[src/rtl/pos_stepper_ctrl_if.sv]
// Waypoint handshake between the plotter motion controller (master) and the
// flash-to-position converter (slave): one-cycle request, one-cycle done strobe.
interface pos_stepper_ctrl_if;
    logic       oPOS_REQUEST;
    logic [8:0] iX;
    logic [8:0] iY;
    logic       iDone;
    logic       iDown;

    modport master (output oPOS_REQUEST, input iX, input iY, input iDone, input iDown);
    modport slave  (input oPOS_REQUEST, output iX, output iY, output iDone, output iDown);
endinterface

[src/rtl/pos_stepper_ctrl.sv]
// Pen-plotter motion controller: pulls waypoints, steps two axes, drives the pen
// servo and parks at (0,0) on the 511/511 sentinel. Optional macro: POS_TRACE_EN.
module pos_stepper_ctrl #(
    parameter int STEP_HALF  = 2500,
    parameter int PEN_SETTLE = 500000
) (
    input  logic                      iCLK,
    input  logic                      iRST,
    input  logic                      iStart,
    pos_stepper_ctrl_if.master        pos,
    output logic                      oX_STEP,
    output logic                      oY_STEP,
    output logic                      oX_DIR,
    output logic                      oY_DIR,
    output logic                      oPEN,
    output logic                      oBusy,
    output logic                      oFinish,
    output logic [14:0]               oTest
);

    localparam int CNT_MAX = (2 * STEP_HALF > PEN_SETTLE) ? 2 * STEP_HALF : PEN_SETTLE;
    localparam int CW      = (CNT_MAX > 1) ? $clog2(CNT_MAX) : 1;
    localparam logic [CW-1:0] PERIOD_LAST = CW'(2 * STEP_HALF - 1);
    localparam logic [CW-1:0] SETTLE_LAST = CW'(PEN_SETTLE - 1);
    localparam logic [CW-1:0] HALF        = CW'(STEP_HALF);

    typedef enum logic [2:0] {
        S_IDLE, S_REQ, S_WAIT, S_MOVE, S_PEN, S_PARK_PEN, S_PARK_MOVE, S_FIN
    } state_t;

    state_t        state_q, state_d;
    logic [8:0]    cur_x_q, cur_x_d, cur_y_q, cur_y_d;
    logic [8:0]    tgt_x_q, tgt_x_d, tgt_y_q, tgt_y_d;
    logic          tgt_down_q, tgt_down_d;
    logic          pen_q, pen_d;
    logic          dir_x_q, dir_x_d, dir_y_q, dir_y_d;
    logic          run_q, run_d;
    logic [CW-1:0] cnt_q, cnt_d;

    logic sentinel;
    logic capture;
    logic is_move;
    assign sentinel = (pos.iX == 9'd511) && (pos.iY == 9'd511);
    assign capture  = (state_q == S_WAIT) && iStart && pos.iDone;
    assign is_move  = (state_q == S_MOVE) || (state_q == S_PARK_MOVE);

    always_ff @(posedge iCLK or negedge iRST) begin
        if (!iRST) begin
            state_q    <= S_IDLE;
            cur_x_q    <= '0;
            cur_y_q    <= '0;
            tgt_x_q    <= '0;
            tgt_y_q    <= '0;
            tgt_down_q <= 1'b0;
            pen_q      <= 1'b0;
            dir_x_q    <= 1'b0;
            dir_y_q    <= 1'b0;
            run_q      <= 1'b0;
            cnt_q      <= '0;
        end else begin
            state_q    <= state_d;
            cur_x_q    <= cur_x_d;
            cur_y_q    <= cur_y_d;
            tgt_x_q    <= tgt_x_d;
            tgt_y_q    <= tgt_y_d;
            tgt_down_q <= tgt_down_d;
            pen_q      <= pen_d;
            dir_x_q    <= dir_x_d;
            dir_y_q    <= dir_y_d;
            run_q      <= run_d;
            cnt_q      <= cnt_d;
        end
    end

    always_comb begin
        state_d    = state_q;
        cur_x_d    = cur_x_q;
        cur_y_d    = cur_y_q;
        tgt_x_d    = tgt_x_q;
        tgt_y_d    = tgt_y_q;
        tgt_down_d = tgt_down_q;
        pen_d      = pen_q;
        dir_x_d    = dir_x_q;
        dir_y_d    = dir_y_q;
        run_d      = run_q;
        cnt_d      = cnt_q;
        case (state_q)
            S_IDLE: if (iStart) state_d = S_REQ;
            S_REQ:  state_d = iStart ? S_WAIT : S_PARK_PEN;
            S_WAIT: begin
                // Abort wins over a strobe arriving in the same cycle.
                if (!iStart) begin
                    state_d = S_PARK_PEN;
                end else if (pos.iDone) begin
                    tgt_x_d    = pos.iX;
                    tgt_y_d    = pos.iY;
                    tgt_down_d = pos.iDown;
                    state_d    = sentinel ? S_PARK_PEN : S_MOVE;
                end
            end
            S_MOVE, S_PARK_MOVE: begin
                if (!run_q) begin
                    if (cur_x_q == tgt_x_q && cur_y_q == tgt_y_q)
                        state_d = (state_q == S_MOVE) ? S_PEN : S_FIN;
                    else
                        run_d = 1'b1;
                end else if (cnt_q == PERIOD_LAST) begin
                    cnt_d = '0;
                    if (cur_x_q != tgt_x_q) cur_x_d = dir_x_q ? cur_x_q + 9'd1 : cur_x_q - 9'd1;
                    if (cur_y_q != tgt_y_q) cur_y_d = dir_y_q ? cur_y_q + 9'd1 : cur_y_q - 9'd1;
                    if (cur_x_d == tgt_x_q && cur_y_d == tgt_y_q)
                        state_d = (state_q == S_MOVE) ? S_PEN : S_FIN;
                end else begin
                    cnt_d = cnt_q + CW'(1);
                end
            end
            S_PEN, S_PARK_PEN: begin
                // First cycle decides whether the pen moves; settling runs afterwards.
                if (!run_q) begin
                    if (pen_q == ((state_q == S_PEN) ? tgt_down_q : 1'b0)) begin
                        state_d = (state_q == S_PEN) ? S_REQ : S_PARK_MOVE;
                    end else begin
                        pen_d = (state_q == S_PEN) ? tgt_down_q : 1'b0;
                        run_d = 1'b1;
                    end
                end else if (cnt_q == SETTLE_LAST) begin
                    state_d = (state_q == S_PEN) ? S_REQ : S_PARK_MOVE;
                end else begin
                    cnt_d = cnt_q + CW'(1);
                end
                if (state_d == S_PARK_MOVE) begin
                    tgt_x_d = '0;
                    tgt_y_d = '0;
                end
            end
            S_FIN:   if (!iStart) state_d = S_IDLE;
            default: state_d = S_IDLE;
        endcase

        if (state_d != state_q) begin
            run_d = 1'b0;
            cnt_d = '0;
        end
        // Direction is latched on entry so it is already valid in the first move cycle.
        if ((state_d == S_MOVE || state_d == S_PARK_MOVE) && state_d != state_q) begin
            if (tgt_x_d > cur_x_q)      dir_x_d = 1'b1;
            else if (tgt_x_d < cur_x_q) dir_x_d = 1'b0;
            if (tgt_y_d > cur_y_q)      dir_y_d = 1'b1;
            else if (tgt_y_d < cur_y_q) dir_y_d = 1'b0;
        end
    end

    always_comb begin
        pos.oPOS_REQUEST = (state_q == S_REQ);
        oX_STEP = is_move && run_q && (cnt_q < HALF) && (cur_x_q != tgt_x_q);
        oY_STEP = is_move && run_q && (cnt_q < HALF) && (cur_y_q != tgt_y_q);
        oX_DIR  = dir_x_q;
        oY_DIR  = dir_y_q;
        oPEN    = pen_q;
        oBusy   = (state_q != S_IDLE) && (state_q != S_FIN);
        oFinish = (state_q == S_FIN);
    end

`ifdef POS_TRACE_EN
    logic [14:0] trace_q, trace_d;

    always_comb begin
        trace_d = trace_q;
        if (state_q == S_IDLE && iStart)
            trace_d = '0;
        else if (capture && !sentinel && trace_q != 15'h7fff)
            trace_d = trace_q + 15'd1;
    end

    always_ff @(posedge iCLK or negedge iRST) begin
        if (!iRST) trace_q <= '0;
        else       trace_q <= trace_d;
    end

    assign oTest = trace_q;
`else
    assign oTest = '0;
`endif

endmodule

[src/flat_wrapper.sv]
// flat-port wrapper written by rule: the top's interface ports become plain ports
module pos_stepper_ctrl_flat 
#(
    parameter int STEP_HALF  = 2500,
    parameter int PEN_SETTLE = 500000
)
  (iCLK, iRST, iStart, oX_STEP, oY_STEP, oX_DIR, oY_DIR, oPEN, oBusy, oFinish, oTest, pos_oPOS_REQUEST, pos_iX, pos_iY, pos_iDone, pos_iDown);
  pos_stepper_ctrl_if pos_i ();
  input  logic iCLK;
  input  logic iRST;
  input  logic iStart;
  output logic oX_STEP;
  output logic oY_STEP;
  output logic oX_DIR;
  output logic oY_DIR;
  output logic oPEN;
  output logic oBusy;
  output logic oFinish;
  output logic [14:0] oTest;
  output wire logic [$bits(pos_i.oPOS_REQUEST)-1:0] pos_oPOS_REQUEST;
  input wire logic [$bits(pos_i.iX)-1:0] pos_iX;
  input wire logic [$bits(pos_i.iY)-1:0] pos_iY;
  input wire logic [$bits(pos_i.iDone)-1:0] pos_iDone;
  input wire logic [$bits(pos_i.iDown)-1:0] pos_iDown;
  assign pos_oPOS_REQUEST = pos_i.oPOS_REQUEST;
  assign pos_i.iX = pos_iX;
  assign pos_i.iY = pos_iY;
  assign pos_i.iDone = pos_iDone;
  assign pos_i.iDown = pos_iDown;
  pos_stepper_ctrl #(.STEP_HALF(STEP_HALF), .PEN_SETTLE(PEN_SETTLE)) u_core (.iCLK(iCLK), .iRST(iRST), .iStart(iStart), .pos(pos_i), .oX_STEP(oX_STEP), .oY_STEP(oY_STEP), .oX_DIR(oX_DIR), .oY_DIR(oY_DIR), .oPEN(oPEN), .oBusy(oBusy), .oFinish(oFinish), .oTest(oTest));
endmodule
[config.mk]
export PLATFORM = sky130hd
export DESIGN_NAME = pos_stepper_ctrl_flat
export DESIGN_NICKNAME = d
export VERILOG_FILES = /design/src/rtl/pos_stepper_ctrl_if.sv /design/src/rtl/pos_stepper_ctrl.sv /design/src/flat_wrapper.sv
export SDC_FILE = /design/constraint.sdc
export NUM_CORES = 1
export LEC_CHECK = 0
export CAP_MARGIN = 20
export CORE_AREA = 2 2 98 100
export DETAILED_ROUTE_END_ITERATION = 10
export DIE_AREA = 0 0 100 102
export PLACE_DENSITY = 0.89
export SYNTH_ARGS = -nofsm -noshare
export SYNTH_HDL_FRONTEND = slang
export SYNTH_SLANG_ARGS = --single-unit
[constraint.sdc]
create_clock -name iCLK -period 5.8 [get_ports iCLK]
set_clock_uncertainty 0.1 [all_clocks]
set_input_delay 0.58 -clock iCLK [delete_from_list [all_inputs] [get_ports iCLK]]
set_output_delay 0.58 -clock iCLK [all_outputs]
set_load 0.05 [all_outputs]
==> impl_metrics.csv, run 1 <==
group,metric,value,unit
clock_network,htree_levels,3,
power,p_total,3130,uW
synth,synth.top_cell.area_share,30.2,%
routing,m1WireLength,5.66,mm
worst_setup_path,worst_setup_path_end_kind,"register",
timing,setup_tns,0,ns
routing,drtAntennaViolNets,0,
synth,ys_types,77,
die,die_area,0.0102,mm^2
die,initial_core_util,57.4,%
worst_hold_path,hold_class,"in -> async",
synth,syn_area,0.00523,mm^2
cells_and_area,multi_input_area,0.00336,mm^2
worst_setup_path,path_cells,"or4b_4, nor4_2, a31oi_1, nor2_1, nor2_1, a22o_1, ha_1, nor2b_1, o21a_1, o21a_1, o21ai_0, nand2b_1, a21oi_1, nor2b_1, o21ai_0, nand2b_1, a21oi_1, a22oi_2",
status,status,"completed",
clock_network,cts_buffers,9,
global_routing,grt_pass1_wl,21.8,mm
clock_network,clockRootBuffer,"clkbuf_8",
routing,vias,4774,
clock_network,cts_setup_buffers,0,
timing,drv_slew,0,
timing,rsz0062_at_grt,"false",
clock_network,ctsHoldBuffers,0,
timing,timing.hold.ws,0.291,ns
synth,ys_warn_count,0,
die,die_x,100,um
clock_network,cts_sinks,63,
cells_and_area,ff_latch_area,0.00158,mm^2
synth,synth_xor_area_share,8.43,%
global_routing,grt_pass1_vias,4509,
cells_and_area,area_growth,10.2,%
synth,synth_fa_ha_area_share,8.66,%
timing,finalHoldViolations,0,
worst_setup_path,crit_required,5.92,ns
timing,fmax,222,MHz
worst_setup_path,cp_slowest_cell,"or4b_4",
synth,ys_top_cells_by_count,"dfrtp_1, nor2_1, o21ai_0",
cells_and_area,layout-drive-gt1-share,7.11,%
synth,synth_seq_cells,63,
global_routing,grt_max_degree,64,
synth,synth_mux_area_share,2.27,%
routing,drt-initial-drc-count,338,
cells_and_area,num-fill-cells,738,
cells_and_area,final_nets,686,
die,placementRows,35,
die,die_h,102,um
placed_design,dp_hpwl,9.71,mm
synth,synthArstFlopShare,100,%
routing,post_drt_wl_per_cell,18.1,um
synth,synth_compound_area_share,22.3,%
routing,detail_route.first_pass.iterations,5,
clock_network,worstSkewPairLatency,0.35,ns
clock_network,clockBufferDepth,2,
worst_setup_path,worst-setup-path-type,"reg -> reg",
worst_setup_path,slowest_delay,0.57,ns
worst_setup_path,critPathLaunch,"u_core.cnt_q[10]",
routing,drc_errors,0,
cells_and_area,diodes,0,
timing,setup_viol,0,
synth,syn_inst,605,
routing,routed_wirelength,13.5,mm
synth,yosysMostFrequentCell,"dfrtp_1",
die,ioPinCount,46,
routing,wl_met3,956,um
routing,wl_met2,6.60,mm
timing,finalCriticalPeriod,4.50,ns
clock_network,cts_tree,"yes",
synth,ys_seq_area_share,30.2,%
worst_setup_path,cp_max_fo,9,
routing,viasPerCell,6.42,
clock_network,cts_resized,0,
timing,finalCritPeriodShare,77.5,%
flow_run,drv_cap,0,
power,powerDensity,543,mW/mm^2
routing,top_layer_used,"met4",
die,fp.coreArea,0.00911,mm^2
worst_setup_path,worst_setup_path_start_kind,"register",
power,p_leak,0.00252,uW
clock_network,clkTransAtPathRegs,0.07,ns
worst_setup_path,r2r_slack,1.30,ns
global_routing,antenna_found_initial,0,
placed_design,gp_congestion,0.905,
timing,maxSlewHeadroom,35.7,%
worst_setup_path,rr_worst_depth,18,
synth,syn_avg_cell_area,8.64,um^2
global_routing,track_usage,26.5,%
power,ir_drop,0.237,mV
timing,worstMarginPinSlew,0.961,ns
synth,synthTopCellsByArea,"dfrtp_1, ha_1, nor2_1",
global_routing,grt_overflow_total,0,
synth,synth-main-ff-cell,"dfrtp_1",
synth,synth_largest_area_cell,"dfrtp_1",
placed_design,io_buffers,30,
synth,yosys.area_share.simple,21.4,%
worst_setup_path,timing.rr.end,"u_core.oX_DIR",
synth,synth_top_family_by_area,"compound AO/OA/AOI/OAI gates",
worst_setup_path,r2r_start,"u_core.cnt_q[10]",
worst_setup_path,crit_arrival,4.61,ns
synth,synth_edf_count,0,
## cells in the final DEF (no fill, tap or decap), types with 11 or more instances in the layout
cell,count
nand4_1,18
o21ai_0,39
xnor2_1,21
dfrtp_1,63
xor2_1,24
nand2b_1,13
ha_1,33
nor2_1,56
a21oi_1,32
a22o_1,17
nand2_1,36
clkdlybuf4s50_1,29
clkbuf_8,11
nor2b_1,16
conb_1,15
inv_1,32
nand3_1,13
## per-stage QoR
| step | setup WS (ns) | area, um^2 | utilization [%] | std cells |
|---|---|---|---|---|
| 2_1_floorplan | 1.99 | 5280 | - | 619 |
| 3_3_place_gp | 1.65 | 5520 | 60.6 | 727 |
| 3_5_place_dp | 1.47 | 5520 | 60.6 | 727 |
| 4_1_cts | 1.47 | 5750 | 63.2 | 743 |
| 5_1_grt | 1.09 | 5760 | 63.2 | 744 |
| 6_report | 1.30 | 5760 | 63.2 | 744 |
## layer usage
layer | vias to the layer above | track usage, %
met5 | - | 0
met4 | 0 | 7.38
met3 | 29 | 5.88
met2 | 219 | 45.1
met1 | 2290 | 34.5
li1 | 2236 | -
## final cells by class
class	count	area share [%]
Multi-Input combinational cell	486	58.3
Clock inverter	4	1.32
Clock buffer	12	2.69
Sequential cell	63	27.4
Timing Repair Buffer	35	5.78
Tap cell	111	2.41
Inverter	33	2.15
## critical path, delay by kind of cell, from the launching register on
family / cells / cell delay [ns]
flip-flops: 1 / 0.48
adder cells (fa/ha/maj): 1 / 0.31
AO/OA/AOI/OAI: 9 / 1.67
AND/OR/NAND/NOR: 8 / 1.79
## registers in the layout, summed over array words and instances (netlist names)
signal	count
u_core.cnt_q	19
u_core.cur_x_q	9
u_core.state_q	3
u_core.oY_DIR	1
u_core.cur_y_q	9
u_core.tgt_x_q	9
u_core.tgt_y_q	9
u_core.oX_DIR	1
u_core.oPEN	1
u_core.run_q	1
u_core.tgt_down_q	1
## worst max path at each step
stage / depth (start not counted) / end
floorplan: 14 / u_core.oX_DIR
global placement: 18 / u_core.oY_DIR
detailed placement: 18 / u_core.oX_DIR
CTS: 18 / u_core.oX_DIR
global route: 18 / u_core.oX_DIR
finish: 18 / u_core.oX_DIR
## logic make-up after synthesis
group / count (synthesis)
buf+inv: 70
mux: 11
xor+xnor: 47
simple gates: 209
flops: 63
fa+ha+maj: 35
other cells: 1
compound gates: 169
## where the power goes
part / total [uW] / internal (uW) / switching (uW)
Sequential: 704 / 534 / 171
Clock: 450 / 267 / 183
Combinational: 1970 / 763 / 1210
Power figures use the tool's default switching activity.
==> inputs of run 2 (changes only) <==
--- a/config.mk
+++ b/config.mk
@@ -6,10 +6,10 @@
 export NUM_CORES = 1
 export LEC_CHECK = 0
 export CAP_MARGIN = 20
-export CORE_AREA = 2 2 98 100
+export CORE_AREA = 2 2 103 105
 export DETAILED_ROUTE_END_ITERATION = 10
-export DIE_AREA = 0 0 100 102
-export PLACE_DENSITY = 0.89
+export DIE_AREA = 0 0 105 107
+export PLACE_DENSITY = 0.86
 export SYNTH_ARGS = -nofsm -noshare
 export SYNTH_HDL_FRONTEND = slang
 export SYNTH_SLANG_ARGS = --single-unit
==> constraint.sdc (replaced) <==
create_clock -name iCLK -period 3.95 [get_ports iCLK]
set_clock_uncertainty 0.1 [all_clocks]
set_input_delay 0.395 -clock iCLK [delete_from_list [all_inputs] [get_ports iCLK]]
set_output_delay 0.395 -clock iCLK [all_outputs]
set_load 0.05 [all_outputs]
==> run 2 against run 1 <==
  * Highest routed layer unchanged
  * Global-route usage decreased by 0.86 points
  * Sequential share of layout area down 1.4 points
  * Sequential cell count unchanged
  * Critical path depth unchanged
  * Via count up 4.0%
  * Combinational power grew 64%
  * Critical path type unchanged
  * Count of clock-buffer cells in the layout fell by 1
  * Worst hold slack improved by 0.043 ns
==> impl_metrics.csv, run 2 (synthesized netlist as in run 1, its figures left out) <==
group,metric,value,unit
power,clkPwrFrac,10.3,%
timing,worstMarginPinSlew,0.658,ns
worst_setup_path,crit_arrival,3.96,ns
clock_network,cts_buffers,9,
cells_and_area,post-route-util,60.3,%
power,ir_drop,0.392,mV
routing,detail_route.first_pass.iterations,5,
cells_and_area,layout_common_cells,"dfrtp_1, nor2_1, nand2_1",
timing,setup_viol,0,
timing,fmax,261,MHz
worst_setup_path,crit_required,4.08,ns
worst_setup_path,worst-setup-path-type,"reg -> reg",
timing,finalCritPeriodShare,96.9,%
die,initial_core_util,51.8,%
worst_hold_path,hold_class,"in -> async",
cells_and_area,diodes,0,
cells_and_area,area_growth,16.4,%
clock_network,clkTransAtPathRegs,0.07,ns
power,pwr-share-seq,21.3,%
status,status,"completed",
worst_setup_path,r2r_start,"u_core.cnt_q[7]",
timing,maxSlewHeadroom,55.7,%
worst_setup_path,worst_setup_path_end_kind,"register",
clock_network,cts_sinks,63,
global_routing,grt_max_degree,51,
worst_setup_path,cp_max_fo,8,
global_routing,grt_overflow_total,0,
routing,vias,4965,
die,die_area,0.0112,mm^2
power,combPwrFrac,68.4,%
timing,finalCriticalPeriod,3.83,ns
worst_setup_path,worst_setup_path_start_kind,"register",
worst_setup_path,cp_slowest_cell,"or4b_4",
power,p_leak,0.00265,uW
global_routing,track_usage,25.7,%
routing,drt-initial-drc-count,441,
power,internal-power,2360,uW
cells_and_area,layout_commonest_cell,"dfrtp_1",
die,placementRows,37,
cells_and_area,largest_reg_flops,19,
die,fp.coreArea,0.0101,mm^2
clock_network,htree_levels,3,
power,swShare,50.2,%
power,powerDensity,778,mW/mm^2
timing,rsz0062_at_grt,"true",
placed_design,place_ws,-0.0185,ns
clock_network,clockBufferDepth,2,
timing,drv_slew,0,
worst_setup_path,slowest_delay,0.55,ns
worst_setup_path,critPathLaunch,"u_core.cnt_q[7]",
power,switchingPower,2380,uW
routing,post_drt_wl_per_cell,18.0,um
die,die_h,107,um
global_routing,grt_pass1_vias,4646,
routing,routed_wirelength,14.4,mm
routing,drtAntennaViolNets,0,
cells_and_area,regMostFlops,"u_core.cnt_q",
timing,finalHoldViolations,0,
placed_design,dp_hpwl,10.4,mm
global_routing,antenna_found_initial,0,
clock_network,cts_tree,"yes",
clock_network,worstSkewPairLatency,0.35,ns
cells_and_area,layout-drive-gt1-share,14.4,%
placed_design,gp_congestion,0.951,
flow_run,drv_cap,0,
global_routing,grt_pass1_wl,23.2,mm
timing,setup_slack,0.124,ns
timing,setup_tns,0,ns
die,ioPinCount,46,
routing,drc_errors,0,
die,die_x,105,um
routing,viasPerCell,6.23,
cells_and_area,final_nets,718,
placed_design,io_buffers,30,
clock_network,clockRootBuffer,"clkbuf_8",
worst_setup_path,path_cells,"or4b_4, nor4_4, a31oi_2, nor2_2, nor2_4, buf_4, a22o_1, ha_1, o21a_1, o21a_1, o21ai_1, nand2b_1, a21oi_1, nor2b_1, o21ai_0, nand2b_1, a21oi_2, a22oi_2",
timing,timing.hold.ws,0.334,ns
power,p_total,4740,uW
[run 2: cell types whose count changed in the layout (fill, tap and decap cells not counted), moves of 3 or more]
cell,delta
buf_4,+28
o21ai_0,-4
o21ai_1,+4
a21oi_1,-3
a21oi_2,+3
nor2_1,-3
[run 2: through the flow]
step,instances,area (um^2)
3_3_place_gp,773,5710
4_1_cts,786,5880
5_1_grt,797,6090
6_report,797,6090
2_1_floorplan,619,5280
3_5_place_dp,773,5710
[run 2: cell type report]
class	count	area (um^2)
multi-input combinational	486	3460
clock inverter	1	7.51
timing repair inverter	1	5.00
clock buffer	11	151
inverter	33	128
sequential	63	1580
timing repair buffer	66	584
fill	843	4010
tap	136	170
[run 2: critical path, delay by kind of cell, from the launching register on]
| kind | cells | cell delay (ns) |
|---|---|---|
| compound gates | 9 | 1.31 |
| fa+ha+maj | 1 | 0.30 |
| buf+inv | 1 | 0.19 |
| flops | 1 | 0.41 |
| simple gates | 7 | 1.40 |
[run 2: path summary, 6_finish.rpt]
kind	end	slack [ns]	cells past startpoint
setup / recovery	u_core.oY_DIR	0.12	18
max in group asynchronous	u_core.cnt_q[8]	2.63	4
hold / removal	u_core.cur_x_q[0]	0.33	2
hold reg to reg	u_core.cnt_q[18]	0.47	1
min in group iCLK	u_core.cnt_q[18]	0.47	1
setup reg to reg	u_core.oY_DIR	0.12	18
[run 2: power groups by stage]
stage | logic [uW] | registers, uW | clock network, uW
2_1_floorplan | 2230 | 965 | 0
3_3_place_gp | 2850 | 989 | 0
3_5_place_dp | 2960 | 992 | 0
4_1_cts | 2990 | 985 | 492
5_1_grt | 3530 | 1020 | 521
6_report | 3240 | 1010 | 488
[run 2: timing repair]
action / in CTS / in global routing
hold endpoints to repair: 0 / 9
buffers inserted: 1 / 8
endpoints found under the setup margin: 2 / 2
gates cloned: 0 / 1
pin swaps: 1 / 12
gates resized for setup: 0 / 30
hold buffers: 0 / 1
[run 2: metal layers]
layer  GRT usage, %  wire, um  vias up
met1           33.4      5950     2401
li1               -         -     2303
met5              0         0        -
met2           43.4      6970      222
met4           6.29       291        0
met3           5.96      1140       39
==> inputs of run 3 (changes only) <==
--- a/config.mk
+++ b/config.mk
@@ -9,6 +9,7 @@
 export CORE_AREA = 2 2 103 105
 export DETAILED_ROUTE_END_ITERATION = 10
 export DIE_AREA = 0 0 105 107
+export MAX_ROUTING_LAYER = met4
 export PLACE_DENSITY = 0.86
 export SYNTH_ARGS = -nofsm -noshare
 export SYNTH_HDL_FRONTEND = slang
==> run 3 against run 2 <==
  * Clock power increased by 21%
  * Maximum frequency increased by 1.0%
  * Sequential cell count unchanged
  * Sequential share of layout area increased by 0.17 points
  * Largest power group unchanged
==> impl_metrics.csv, run 3 (synthesized netlist as in run 1, its figures left out) <==
group,metric,value,unit
timing,finalHoldViolations,0,
timing,finalCriticalPeriod,3.79,ns
clock_network,cts_tree,"yes",
power,powerDensity,790,mW/mm^2
die,die_x,105,um
timing,drv_slew,0,
routing,drc_errors,0,
power,switchingPower,2380,uW
worst_hold_path,hold_class,"in -> async",
timing,setup_viol,0,
cells_and_area,largest_reg_flops,19,
power,clkPwrFrac,12.4,%
cells_and_area,regMostFlops,"u_core.cnt_q",
cells_and_area,layout_commonest_cell,"dfrtp_1",
placed_design,io_buffers,30,
timing,setup_tns,0,ns
worst_setup_path,worst_setup_path_start_kind,"register",
cells_and_area,layout-drive-gt1-share,13.4,%
routing,post_drt_wl_per_cell,17.7,um
worst_setup_path,crit_arrival,3.95,ns
clock_network,worstSkewPairLatency,0.38,ns
power,internal-power,2390,uW
routing,routed_wirelength,14.1,mm
routing,drt-initial-drc-count,304,
power,ir_drop,0.351,mV
routing,drtAntennaViolNets,0,
worst_setup_path,worst_setup_path_end_kind,"register",
global_routing,grt_pass1_wl,22.9,mm
worst_setup_path,timing.rr.end,"u_core.oY_DIR",
power,pwr-share-seq,21.0,%
clock_network,clockBufferDepth,2,
worst_setup_path,rr_worst_depth,18,
global_routing,grt_overflow_total,0,
power,p_leak,0.00265,uW
timing,maxSlewHeadroom,45.4,%
die,placementRows,37,
worst_setup_path,cp.buffers_inverters,0,
die,initial_core_util,51.8,%
timing,fmax,264,MHz
routing,vias,4878,
routing,viasPerCell,6.14,
worst_setup_path,crit_required,4.11,ns
clock_network,cts_sinks,63,
power,swShare,49.8,%
routing,detail_route.first_pass.iterations,5,
worst_setup_path,path_cells,"or4b_4, nor4_4, a31oi_2, nor2_2, nor2_4, a22o_1, ha_1, nor2b_1, o21a_1, o21a_1, o21ai_1, nand2b_1, a21oi_2, nor2b_1, o21ai_1, nand2b_1, a21oi_2, a22oi_2",
clock_network,htree_levels,3,
cells_and_area,post-route-util,59.9,%
worst_setup_path,r2r_slack,0.16,ns
timing,finalCritPeriodShare,95.9,%
power,combPwrFrac,66.6,%
placed_design,place_ws,0.00475,ns
clock_network,ctsHoldBuffers,0,
cells_and_area,final_nets,712,
worst_setup_path,worst-setup-path-type,"reg -> reg",
global_routing,track_usage,26.2,%
die,ioPinCount,46,
status,status,"completed",
global_routing,antenna_found_initial,0,
clock_network,cts_buffers,9,
worst_setup_path,cp_max_fo,4,
worst_setup_path,r2r_start,"u_core.cnt_q[12]",
clock_network,clockRootBuffer,"clkbuf_8",
worst_setup_path,path_delay_family,"simple AND/OR/NAND/NOR gates",
clock_network,clkTransAtPathRegs,0.08,ns
global_routing,grt_max_degree,37,
die,die_area,0.0112,mm^2
die,die_h,107,um
cells_and_area,area_growth,15.6,%
worst_setup_path,slowest_delay,0.57,ns
cells_and_area,diodes,0,
flow_run,drv_cap,0,
placed_design,gp_congestion,0.972,
cells_and_area,layout_common_cells,"dfrtp_1, nor2_1, nand2_1",
global_routing,grt_pass1_vias,4619,
timing,worstMarginPinSlew,0.820,ns
power,p_total,4770,uW
worst_setup_path,cp_slowest_cell,"or4b_4",
timing,setup_slack,0.162,ns
placed_design,dp_hpwl,10.3,mm
die,fp.coreArea,0.0101,mm^2
## run 3: power groups by stage
| stage | clock (uW) | combinational (uW) | sequential (uW) |
|---|---|---|---|
| 2_1_floorplan | 0 | 2230 | 965 |
| 3_3_place_gp | 0 | 2850 | 995 |
| 3_5_place_dp | 0 | 2940 | 998 |
| 4_1_cts | 592 | 2970 | 990 |
| 5_1_grt | 620 | 3470 | 1020 |
| 6_report | 592 | 3180 | 1000 |
## run 3: final cells by class
| class | count | area, um^2 |
|---|---|---|
| Fill cell | 861 | 4050 |
| Multi-Input combinational cell | 486 | 3450 |
| Sequential cell | 63 | 1580 |
| Timing Repair Buffer | 61 | 528 |
| Tap cell | 136 | 170 |
| Clock buffer | 10 | 138 |
| Inverter | 33 | 124 |
| Clock inverter | 6 | 58.8 |
## run 3: what timing repair did
action	CTS	global route
pin swaps	1	6
buffers inserted	0	6
gates resized for setup	0	23
endpoints found under the setup margin	1	2
## run 3: how the worst max path moves through the flow
| stage | start | end | cells past startpoint |
|---|---|---|---|
| CTS | u_core.cnt_q[10] | u_core.oX_DIR | 19 |
| global placement | u_core.cnt_q[6] | u_core.oY_DIR | 18 |
| floorplan | u_core.oY_DIR | u_core.oX_DIR | 14 |
| detailed placement | u_core.cnt_q[10] | u_core.oX_DIR | 19 |
| finish | u_core.cnt_q[12] | u_core.oY_DIR | 18 |
| global route | u_core.cnt_q[12] | u_core.oX_DIR | 18 |
## run 3: metal layers
metal	share of wire (%)	up-vias	global-route usage, %
met5	0	-	-
met4	1.6	0	7.81
met3	7.3	22	6.14
met2	49	199	41.3
met1	42	2365	33.8
li1	-	2292	-
## run 3: metrics by stage
stage | cell area [um^2] | instances | hold WS (ns)
floorplan | 5280 | 619 | -0.000591
global placement | 5710 | 773 | 0.415
detailed placement | 5710 | 773 | 0.427
CTS | 5910 | 789 | 0.0251
global route | 6040 | 795 | 0.0702
finish | 6040 | 795 | 0.0116
## run 3: worst register-to-register path: stages, from the launching register on
cell      delay, ns
dfrtp_1        0.39
or4b_4         0.57
nor4_4         0.31
a31oi_2        0.15
nor2_2         0.26
nor2_4         0.09
a22o_1         0.21
ha_1           0.29
nor2b_1        0.13
o21a_1         0.16
o21a_1         0.16
o21ai_1        0.12
nand2b_1       0.08
a21oi_2        0.14
nor2b_1        0.05
o21ai_1        0.13
nand2b_1       0.09
a21oi_2        0.16
a22oi_2        0.09
